File: src/rtl/exception_ctrl_pkg.sv
// Shared constants and types for the exception entry controller.
// Build option EXC_TRAP_EN (see exc_prio_enc) adds the trap source.
package exception_ctrl_pkg;

    localparam int unsigned RegWidth  = 32;
    localparam logic        RstEnable = 1'b1;

    localparam logic [RegWidth-1:0] EXC_CODE_INT  = 32'h0000_0001;
    localparam logic [RegWidth-1:0] EXC_CODE_SYS  = 32'h0000_0008;
    localparam logic [RegWidth-1:0] EXC_CODE_INV  = 32'h0000_000a;
    localparam logic [RegWidth-1:0] EXC_CODE_TRAP = 32'h0000_000d;
    localparam logic [RegWidth-1:0] EXC_CODE_OVF  = 32'h0000_000c;
    localparam logic [RegWidth-1:0] EXC_CODE_ERET = 32'h0000_000e;

    localparam int unsigned STATUS_IE  = 0;
    localparam int unsigned STATUS_EXL = 1;
    localparam int unsigned IM_LO      = 8;
    localparam int unsigned IM_HI      = 15;

    // Flush counter is sized for FLUSH_CYCLES up to 15
    localparam int unsigned CntWidth = 4;

    typedef enum logic [1:0] {
        ST_IDLE  = 2'd0,
        ST_ENTER = 2'd1,
        ST_DRAIN = 2'd2
    } exc_state_e;

    typedef struct packed {
        logic syscall;
        logic invalid;
        logic trap;
        logic ovf;
        logic eret;
    } exc_flags_t;

endpackage

File: src/rtl/exception_ctrl_if.sv
// MEM-stage / coprocessor0 facing signal bundle of the exception controller.
interface exception_ctrl_if;
    import exception_ctrl_pkg::*;

    logic                inst_valid_i;
    logic                stall_i;
    logic                exc_syscall_i;
    logic                exc_invalid_i;
    logic                exc_trap_i;
    logic                exc_ovf_i;
    logic                exc_eret_i;
    logic [RegWidth-1:0] inst_addr_i;
    logic                in_delayslot_i;
    logic [RegWidth-1:0] status_i;
    logic [RegWidth-1:0] cause_i;
    logic [RegWidth-1:0] epc_i;

    logic [RegWidth-1:0] except_type_o;
    logic [RegWidth-1:0] epc_addr_o;
    logic                in_delayslot_o;
    logic                flush_o;
    logic [RegWidth-1:0] new_pc_o;
    logic                busy_o;

    modport master (
        output inst_valid_i, stall_i, exc_syscall_i, exc_invalid_i, exc_trap_i,
               exc_ovf_i, exc_eret_i, inst_addr_i, in_delayslot_i,
               status_i, cause_i, epc_i,
        input  except_type_o, epc_addr_o, in_delayslot_o, flush_o, new_pc_o, busy_o
    );

    modport slave (
        input  inst_valid_i, stall_i, exc_syscall_i, exc_invalid_i, exc_trap_i,
               exc_ovf_i, exc_eret_i, inst_addr_i, in_delayslot_i,
               status_i, cause_i, epc_i,
        output except_type_o, epc_addr_o, in_delayslot_o, flush_o, new_pc_o, busy_o
    );

endinterface

File: src/rtl/exception_ctrl_prio_enc.sv
// Combinational exception priority encoder: interrupt > syscall > invalid > trap > overflow > eret.
// The trap source is only honoured when EXC_TRAP_EN is defined.
module exc_prio_enc
    import exception_ctrl_pkg::*;
(
    input  exc_flags_t          flags,
    input  logic                int_take,
    output logic                hit_c,
    output logic [RegWidth-1:0] code_c,
    output logic                is_eret_c
);

`ifdef EXC_TRAP_EN
    logic trap_en_c;
    assign trap_en_c = flags.trap;
`else
    logic trap_en_c;
    logic unused_trap;
    assign trap_en_c   = 1'b0;
    assign unused_trap = flags.trap;
`endif

    always_comb begin
        hit_c     = 1'b1;
        code_c    = '0;
        is_eret_c = 1'b0;
        if (int_take)           code_c = EXC_CODE_INT;
        else if (flags.syscall) code_c = EXC_CODE_SYS;
        else if (flags.invalid) code_c = EXC_CODE_INV;
        else if (trap_en_c)     code_c = EXC_CODE_TRAP;
        else if (flags.ovf)     code_c = EXC_CODE_OVF;
        else if (flags.eret) begin
            code_c    = EXC_CODE_ERET;
            is_eret_c = 1'b1;
        end else begin
            hit_c = 1'b0;
        end
    end

endmodule

File: src/rtl/exception_ctrl.sv
// Exception/interrupt entry sequencer between MEM and coprocessor0: one-cycle code,
// then a fixed-length flush with redirect PC. Build option EXC_TRAP_EN enables traps.
module exception_ctrl
    import exception_ctrl_pkg::*;
#(
    parameter logic [RegWidth-1:0] EXC_VECTOR   = 32'h0000_0020,
    parameter int unsigned         FLUSH_CYCLES = 2
) (
    input  logic              clk,
    input  logic              rst,
    exception_ctrl_if.slave   bus
);

    localparam logic [CntWidth-1:0] FlushLoad = CntWidth'(FLUSH_CYCLES - 1);

    exc_state_e          state;
    logic [CntWidth-1:0] cnt;

    logic                int_take_c;
    logic                hit_c;
    logic                is_eret_c;
    logic                commit_c;
    logic [RegWidth-1:0] code_c;
    exc_flags_t          flags_c;

    // Only IM/IE/EXL of status and IP of cause take part in the decision
    logic unused_cp0;
    assign unused_cp0 = ^{bus.status_i[RegWidth-1:IM_HI+1], bus.status_i[IM_LO-1:2],
                          bus.cause_i[RegWidth-1:IM_HI+1], bus.cause_i[IM_LO-1:0]};

    always_comb begin
        int_take_c = (|(bus.cause_i[IM_HI:IM_LO] & bus.status_i[IM_HI:IM_LO]))
                     && bus.status_i[STATUS_IE] && !bus.status_i[STATUS_EXL];
        flags_c = '{syscall: bus.exc_syscall_i, invalid: bus.exc_invalid_i,
                    trap: bus.exc_trap_i, ovf: bus.exc_ovf_i, eret: bus.exc_eret_i};
    end

    exc_prio_enc u_prio_enc (
        .flags     (flags_c),
        .int_take  (int_take_c),
        .hit_c     (hit_c),
        .code_c    (code_c),
        .is_eret_c (is_eret_c)
    );

    assign commit_c = (state == ST_IDLE) && bus.inst_valid_i && !bus.stall_i && hit_c;

    // Sequencer with registered outputs; flush_o/busy_o track the next state
    always_ff @(posedge clk) begin
        if (rst == RstEnable) begin
            state              <= ST_IDLE;
            cnt                <= '0;
            bus.except_type_o  <= '0;
            bus.epc_addr_o     <= '0;
            bus.in_delayslot_o <= 1'b0;
            bus.flush_o        <= 1'b0;
            bus.busy_o         <= 1'b0;
            bus.new_pc_o       <= EXC_VECTOR;
        end else begin
            bus.except_type_o <= '0;
            case (state)
                ST_IDLE: begin
                    if (commit_c) begin
                        state              <= ST_ENTER;
                        bus.except_type_o  <= code_c;
                        bus.epc_addr_o     <= bus.inst_addr_i;
                        bus.in_delayslot_o <= bus.in_delayslot_i;
                        bus.new_pc_o       <= is_eret_c ? bus.epc_i : EXC_VECTOR;
                        bus.flush_o        <= 1'b1;
                        bus.busy_o         <= 1'b1;
                    end
                end
                ST_ENTER: begin
                    cnt <= FlushLoad;
                    if (FlushLoad != '0) begin
                        state <= ST_DRAIN;
                    end else begin
                        state       <= ST_IDLE;
                        bus.flush_o <= 1'b0;
                        bus.busy_o  <= 1'b0;
                    end
                end
                ST_DRAIN: begin
                    if (cnt <= CntWidth'(1)) begin
                        state       <= ST_IDLE;
                        cnt         <= '0;
                        bus.flush_o <= 1'b0;
                        bus.busy_o  <= 1'b0;
                    end else begin
                        cnt <= cnt - CntWidth'(1);
                    end
                end
                default: begin
                    state       <= ST_IDLE;
                    cnt         <= '0;
                    bus.flush_o <= 1'b0;
                    bus.busy_o  <= 1'b0;
                end
            endcase
        end
    end

endmodule

File: src/flat_wrapper.sv
// flat-port wrapper written by rule: the top's interface ports become plain ports
module exception_ctrl_flat import exception_ctrl_pkg::*;
#(
    parameter logic [RegWidth-1:0] EXC_VECTOR   = 32'h0000_0020,
    parameter int unsigned         FLUSH_CYCLES = 2
)
  (clk, rst, bus_inst_valid_i, bus_stall_i, bus_exc_syscall_i, bus_exc_invalid_i, bus_exc_trap_i, bus_exc_ovf_i, bus_exc_eret_i, bus_inst_addr_i, bus_in_delayslot_i, bus_status_i, bus_cause_i, bus_epc_i, bus_except_type_o, bus_epc_addr_o, bus_in_delayslot_o, bus_flush_o, bus_new_pc_o, bus_busy_o);
  exception_ctrl_if bus_i ();
  input  logic clk;
  input  logic rst;
  input wire logic [$bits(bus_i.inst_valid_i)-1:0] bus_inst_valid_i;
  input wire logic [$bits(bus_i.stall_i)-1:0] bus_stall_i;
  input wire logic [$bits(bus_i.exc_syscall_i)-1:0] bus_exc_syscall_i;
  input wire logic [$bits(bus_i.exc_invalid_i)-1:0] bus_exc_invalid_i;
  input wire logic [$bits(bus_i.exc_trap_i)-1:0] bus_exc_trap_i;
  input wire logic [$bits(bus_i.exc_ovf_i)-1:0] bus_exc_ovf_i;
  input wire logic [$bits(bus_i.exc_eret_i)-1:0] bus_exc_eret_i;
  input wire logic [$bits(bus_i.inst_addr_i)-1:0] bus_inst_addr_i;
  input wire logic [$bits(bus_i.in_delayslot_i)-1:0] bus_in_delayslot_i;
  input wire logic [$bits(bus_i.status_i)-1:0] bus_status_i;
  input wire logic [$bits(bus_i.cause_i)-1:0] bus_cause_i;
  input wire logic [$bits(bus_i.epc_i)-1:0] bus_epc_i;
  output wire logic [$bits(bus_i.except_type_o)-1:0] bus_except_type_o;
  output wire logic [$bits(bus_i.epc_addr_o)-1:0] bus_epc_addr_o;
  output wire logic [$bits(bus_i.in_delayslot_o)-1:0] bus_in_delayslot_o;
  output wire logic [$bits(bus_i.flush_o)-1:0] bus_flush_o;
  output wire logic [$bits(bus_i.new_pc_o)-1:0] bus_new_pc_o;
  output wire logic [$bits(bus_i.busy_o)-1:0] bus_busy_o;
  assign bus_i.inst_valid_i = bus_inst_valid_i;
  assign bus_i.stall_i = bus_stall_i;
  assign bus_i.exc_syscall_i = bus_exc_syscall_i;
  assign bus_i.exc_invalid_i = bus_exc_invalid_i;
  assign bus_i.exc_trap_i = bus_exc_trap_i;
  assign bus_i.exc_ovf_i = bus_exc_ovf_i;
  assign bus_i.exc_eret_i = bus_exc_eret_i;
  assign bus_i.inst_addr_i = bus_inst_addr_i;
  assign bus_i.in_delayslot_i = bus_in_delayslot_i;
  assign bus_i.status_i = bus_status_i;
  assign bus_i.cause_i = bus_cause_i;
  assign bus_i.epc_i = bus_epc_i;
  assign bus_except_type_o = bus_i.except_type_o;
  assign bus_epc_addr_o = bus_i.epc_addr_o;
  assign bus_in_delayslot_o = bus_i.in_delayslot_o;
  assign bus_flush_o = bus_i.flush_o;
  assign bus_new_pc_o = bus_i.new_pc_o;
  assign bus_busy_o = bus_i.busy_o;
  exception_ctrl #(.EXC_VECTOR(EXC_VECTOR), .FLUSH_CYCLES(FLUSH_CYCLES)) u_core (.clk(clk), .rst(rst), .bus(bus_i));
endmodule
File: config.mk
export PLATFORM = sky130hd
export DESIGN_NAME = exception_ctrl_flat
export DESIGN_NICKNAME = d
export VERILOG_FILES = /design/src/rtl/exception_ctrl_pkg.sv /design/src/rtl/exception_ctrl_if.sv /design/src/rtl/exception_ctrl_prio_enc.sv /design/src/rtl/exception_ctrl.sv /design/src/flat_wrapper.sv
export SDC_FILE = /design/constraint.sdc
export NUM_CORES = 1
export LEC_CHECK = 0
export BUFFER_PORTS_ARGS = -buffer_cell sky130_fd_sc_hd__buf_2
export CORE_MARGIN = 2
export CORE_UTILIZATION = 40
export DETAILED_ROUTE_END_ITERATION = 10
export PLACE_DENSITY = 0.81
export SLEW_MARGIN = 30
export SYNTH_ARGS = -nofsm -noshare
export SYNTH_HDL_FRONTEND = slang
export SYNTH_SLANG_ARGS = --single-unit
File: constraint.sdc
create_clock -name clk -period 2.6 [get_ports clk]
set_clock_uncertainty 0.05 [all_clocks]
set_input_delay 0.26 -clock clk [delete_from_list [all_inputs] [get_ports clk]]
set_output_delay 0.26 -clock clk [all_outputs]
set_load 0.02 [all_outputs]
After elaboration in Yosys (flattened, before gate mapping)

Index checks and enable logic that the tools add are counted.

Equality and inequality tests: 4
Bitwise operators: 4
Div/mod/pow operators: 0
Shift operators: 0
Order comparisons: 1
Add/subtract/negate cells: 1
Multipliers: 0
Reductions and logical operators: 17
Multiplexer cells: 23

Operator list:

| cell                                                                    | number |
|---|---|
| 32-bit two-way mux                                                      | 1 |
| 4-bit two-way mux                                                       | 5 |
| 1-bit two-way mux                                                       | 12 |
| 4-bit case mux with 3 select lines                                      | 1 |
| 8-bit AND                                                               | 1 |
| 8-bit OR reduction                                                      | 1 |
| 7-bit OR reduction                                                      | 1 |
| 2-bit case mux with 3 select lines                                      | 1 |
| 6-bit OR reduction                                                      | 1 |
| 1-bit logical AND                                                       | 5 |
| 5-bit OR reduction                                                      | 1 |
| 4-bit by 1-bit <= comparator with 1-bit output, second input constant   | 1 |
| 2-bit two-way mux                                                       | 2 |
| 2-bit by 1-bit inequality test with 1-bit output, second input constant | 2 |
| 2-bit AND reduction                                                     | 2 |
| 4-bit OR reduction                                                      | 1 |
| 4-bit by 1-bit subtractor with 4-bit output, second input constant      | 1 |
| 1-bit NOT                                                               | 3 |
| 1-bit case mux with 3 select lines                                      | 1 |
| 3-bit AND reduction                                                     | 1 |
| 3-bit OR reduction                                                      | 1 |
| 2-bit by 1-bit equality test with 1-bit output, second input constant   | 1 |
| 2-bit equality test, second input constant                              | 1 |
| 1-bit logical NOT                                                       | 2 |
| 2-bit logical NOT                                                       | 1 |

Word-level logic and storage cells: 61
Memories: 0
Output and inout port bits: 99
Memory bits (read-only): 0
Latch bits: 0
Bits in writable memories: 0
Bits in registers: 104
Input port bits: 138

Depth between registers and ports, before layout

Word-level depth: 8
Mapped depth: 10
Mapped depth without buffers: 7

Hierarchy

From an unflattened synthesis, not the netlist that was laid out.

Cells, all modules: 384
Area total of the unflattened synthesis: 3781.1 µm²

By module, submodules not included:

| module         | cells an instance | area an instance (µm²) | instances | sequential area each (µm²) |
|---|---|---|---|---|
| exception_ctrl | 345               | 3484.6                 | 1         | 2082.0 |
| exc_prio_enc   | 39                | 296.5                  | 1         | 0.0 |

Least setup slack after synthesis

OpenSTA, ideal clock, no wires.

Kind: reg-to-reg
Start point: register u_core.state[0]
End point: register u_core.bus.new_pc_o[0]
Data required time: 2.433 ns
Period minus slack after synthesis: 1.881 ns
Path slack: 0.719 ns
Cell stages (with the launch flop): 11
Setup time: 0.117 ns
Data arrival time: 1.714 ns
Buffers on the path: 3
Cells stage by stage: dfxtp_1 inv_1 ha_1 buf_4 nand3b_1 nor3b_2 a21o_1 buf_6 nor2_2 buf_4 a22o_1

Word-level cells in the longest chain between the ends: 5

RTL lines:

| element                           | RTL line                                   | text |
|---|---|---|
| from (decl)                       | exception_ctrl.sv:16                       | `exc_state_e state;` |
| from (signal assigned)            | exception_ctrl.sv:51                       | `state <= ST_IDLE;` |
| from (signal assigned)            | exception_ctrl.sv:64                       | `state <= ST_ENTER;` |
| from (signal assigned)            | exception_ctrl.sv:76                       | `state <= ST_DRAIN;` |
| 2-bit logical NOT (*)             | exception_ctrl.sv:46, exception_ctrl.sv:61 |  |
| 1-bit logical AND (3 in a row)    | exception_ctrl.sv:46                       | `assign commit_c = (state == ST_IDLE) && bus.inst_valid_i && !bus.stall_i && hit_c;` |
| 2-bit AND reduction (no line) (*) | n/a                                        |  |
| to (signal assigned)              | exception_ctrl.sv:68                       | `bus.new_pc_o <= is_eret_c ? bus.epc_i : EXC_VECTOR;` |
| to (decl)                         | exception_ctrl_if.sv:36                    | `output except_type_o, epc_addr_o, in_delayslot_o, flush_o, new_pc_o, busy_o` |

Mark *: on every way between the ends. The rest lies on a longest branch, timed or not.
A chain may end at the register's enable or synchronous reset.

Final worst setup path

Start point: register u_core.state[0]
End point: register u_core.bus.new_pc_o[31]

Same word-level chain as after synthesis.

==> run summary <==
status: finished clean
Die ar.: 0.008386 sq mm
Clock Tree Buf Depth: 2
Post CTS Setup Buffer Count: 0
FFs w/ async S/R, synth: 0
slew of the pin with the lowest slew margin: 0.7128 ns
vias in the first global route: 2582
CP Launch Type: flip-flop
Chip Height: 91.58 microns
global-route wire length before repair: 11.57 mm
PostCTS Resize Cnt: 0
Syn-to-layout area delta: 31.04%
slowest stage delay, CP: 0.55 ns
Main synth FF type: dfxtp_1
drt total wl: 7.263 mm
CTS tree: done
CTS buffer count: 9
DRT iter0 DRCs: 60
cells after synthesis: 321
layout cell share with drive strength beyond 1: 0.4079
Final Non-Filler Cells: 582
FILL cells: 678
cell row count: 31
minimum clock period: 2.122 ns
number of H-tree levels: 3
worst setup path category: flip-flop to flip-flop
endpoint type of the worst setup path: flip-flop
final worst slack: 0.4783 ns
Yosys warnings: 0
pre-CTS setup slack: 0.5300 ns
Hold Buf Count CTS: 0
NumNets Final: 622
Final setup viols: 0
Distinct cells, synth: 37
fin. max-slew vios: 0
Port Buffers: 161
All-Layer GR Usage: 0.1684
sequential share of the synthesized area: 0.4959
relative slew slack: 0.5236
Met2 Wirelength: 3.604 mm
Die W: 91.58 microns
RSZ-0062 raised after global routing: false
Initial Util: 0.4185
Pwr Density: 763.1 mW/mm^2
Worst Path Buf+Inv: 1
Pwr Total: 3.068 mW
Fmax achieved: 471.3 MHz
Lkg Pwr: 1.990 nW
total negative slack: 0 ns
Clock transition at path regs: 0.08 ns
met3 WL: 523 microns
via count: 2718
largest net degree at the start of global routing: 43
M1 wire length: 3.050 mm
initial antenna violation count: 0
Post-DP HPWL: 5.372 mm
DR pass1 iterations: 4
CP arrival: 2.34 ns
worst-path cell chain: inv_1, ha_1, nand3b_1, nor2_1, a21o_1, nor2_4, a22o_2
Mapped Area: 0.003068 sq mm
fin crit share: 0.8160
Yosys reg bits: 76
Inserted Diodes: 0
DRT antenna net count: 0
placed cells: 566
GP Congestion: 0.7028
I/O pins: 237
CP required: 2.82 ns
worst hold-check path type: primary input to flip-flop
critical-path maximum fanout: 31
drt wl/cell: 12.48 microns
# DRC: 0
Core Region: 0.007331 sq mm
max_cap viols: 0
Crit path max-delay family: simple AND/OR/NAND/NOR gates
final hold vios: 0
Hold Worst Slack: 0.08828 ns
total grt overflow: 0
Peak VDD IR: 0.3433 mV
DR vias/cell: 4.670
Avg Inst Size Synth: 9.557 sq um
Post-synth EDFFs: 0
Worst-Skew Late Latency: 0.32 ns
slowest CP cell: nor2_4
top routing layer used: met4
clk root buf: clkbuf_8
Clock Sink Count: 76
[cell usage after synthesis (2+ instances only)]
cell	instances	area, sq um
dfxtp_1	76	1521
mux2i_1	2	20.02
buf_2	3	15.01
buf_8	3	45.04
ha_1	6	75.07
clkbuf_1	5	18.77
xnor2_1	2	17.52
a21oi_1	39	195.2
a22o_1	30	262.8
nand2_1	68	255.2
nor3_1	3	15.01
nor4_1	2	12.51
a22oi_2	4	50.05
inv_1	6	22.52
nand2b_1	4	25.02
nor2_1	10	37.54
buf_4	36	270.3
o21ai_0	3	15.01
[worst register-to-register path, stage by stage, from the launching register on]
cell,delay [ns]
dfxtp_1,0.36
inv_1,0.09
ha_1,0.21
nand3b_1,0.18
nor2_1,0.14
a21o_1,0.21
nor2_4,0.55
a22o_2,0.27
[worst paths after layout]
check	cells after the start	to	slack, ns	from
setup / recovery	7	u_core.bus.new_pc_o[31]	0.48	u_core.state[0]
hold / removal	2	u_core.bus.new_pc_o[30]	0.09	bus_epc_i[30]
setup reg to reg	7	u_core.bus.new_pc_o[31]	0.48	u_core.state[0]
hold reg to reg	2	u_core.bus.epc_addr_o[9]	0.40	u_core.bus.epc_addr_o[9]
[where the power goes]
group | internal [mW] | switching (mW) | total (mW) | leakage [nW]
clock | 0.567 | 0.418 | 0.985 | 0.113
sequential | 1.26 | 0.0554 | 1.32 | 0.617
combinational | 0.288 | 0.476 | 0.764 | 1.26
[registers in the layout, summed over array words and instances (netlist names)]
register,cells
u_core.bus.except_type_o,4
u_core.bus.in_delayslot_o,1
u_core.cnt,4
u_core.bus.flush_o,1
u_core.bus.new_pc_o,32
u_core.state,2
u_core.bus.epc_addr_o,32
[per-layer routing]
metal,up-vias,track usage
met2,119,0.3051
met1,1239,0.1882
li1,1350,-
met3,10,0.04481
met4,0,0.05934
met5,-,0
[placed cells by master, fill, tap and decap left out, types with 2 or more instances in the layout]
cell type / synthesis / layout
a21oi_1: 39 / 39
a22oi_2: 4 / 4
nand2_1: 68 / 68
conb_1: 1 / 28
clkbuf_8: 0 / 10
o21ai_0: 3 / 3
ha_1: 6 / 6
nand2b_1: 4 / 4
buf_4: 36 / 6
nor2_1: 10 / 10
a22o_1: 30 / 30
bufinv_16: 0 / 2
nor3_1: 3 / 3
inv_1: 6 / 6
clkinv_2: 0 / 2
mux2i_1: 2 / 2
buf_2: 3 / 161
dfxtp_1: 76 / 76
xnor2_1: 2 / 2
nor4_1: 2 / 2
[metrics by stage]
step / area (sq um) / util
final: 4020 / 0.5484
after global routing: 4020 / 0.5484
after CTS: 4020 / 0.5484
after detailed placement: 3796 / 0.5178
after global placement: 3791 / 0.5172
after floorplan: 3169 / -
[final cells by class]
class | instances | area, sq um | area share
Clock inverter | 6 | 86.33 | 0.02148
Inverter | 6 | 22.52 | 0.005602
Clock buffer | 10 | 137.6 | 0.03424
Multi-Input combinational cell | 218 | 1277 | 0.3178
Tap cell | 99 | 123.9 | 0.03081
Sequential cell | 76 | 1521 | 0.3785
Timing Repair Buffer | 167 | 850.8 | 0.2116
[logic make-up (layout without fill, tap and decap cells)]
family / Yosys count / after routing / synth area share
simple gates: 98 / 98 / 0.1501
compound gates: 82 / 82 / 0.1913
flops: 76 / 76 / 0.4959
buf+inv: 54 / 189 / 0.1248
fa+ha+maj: 6 / 6 / 0.02447
xor+xnor: 2 / 2 / 0.005711
mux: 2 / 2 / 0.006526
other cells: 1 / 28 / 0.001222
No activity file was read; power rests on OpenSTA's default activity.
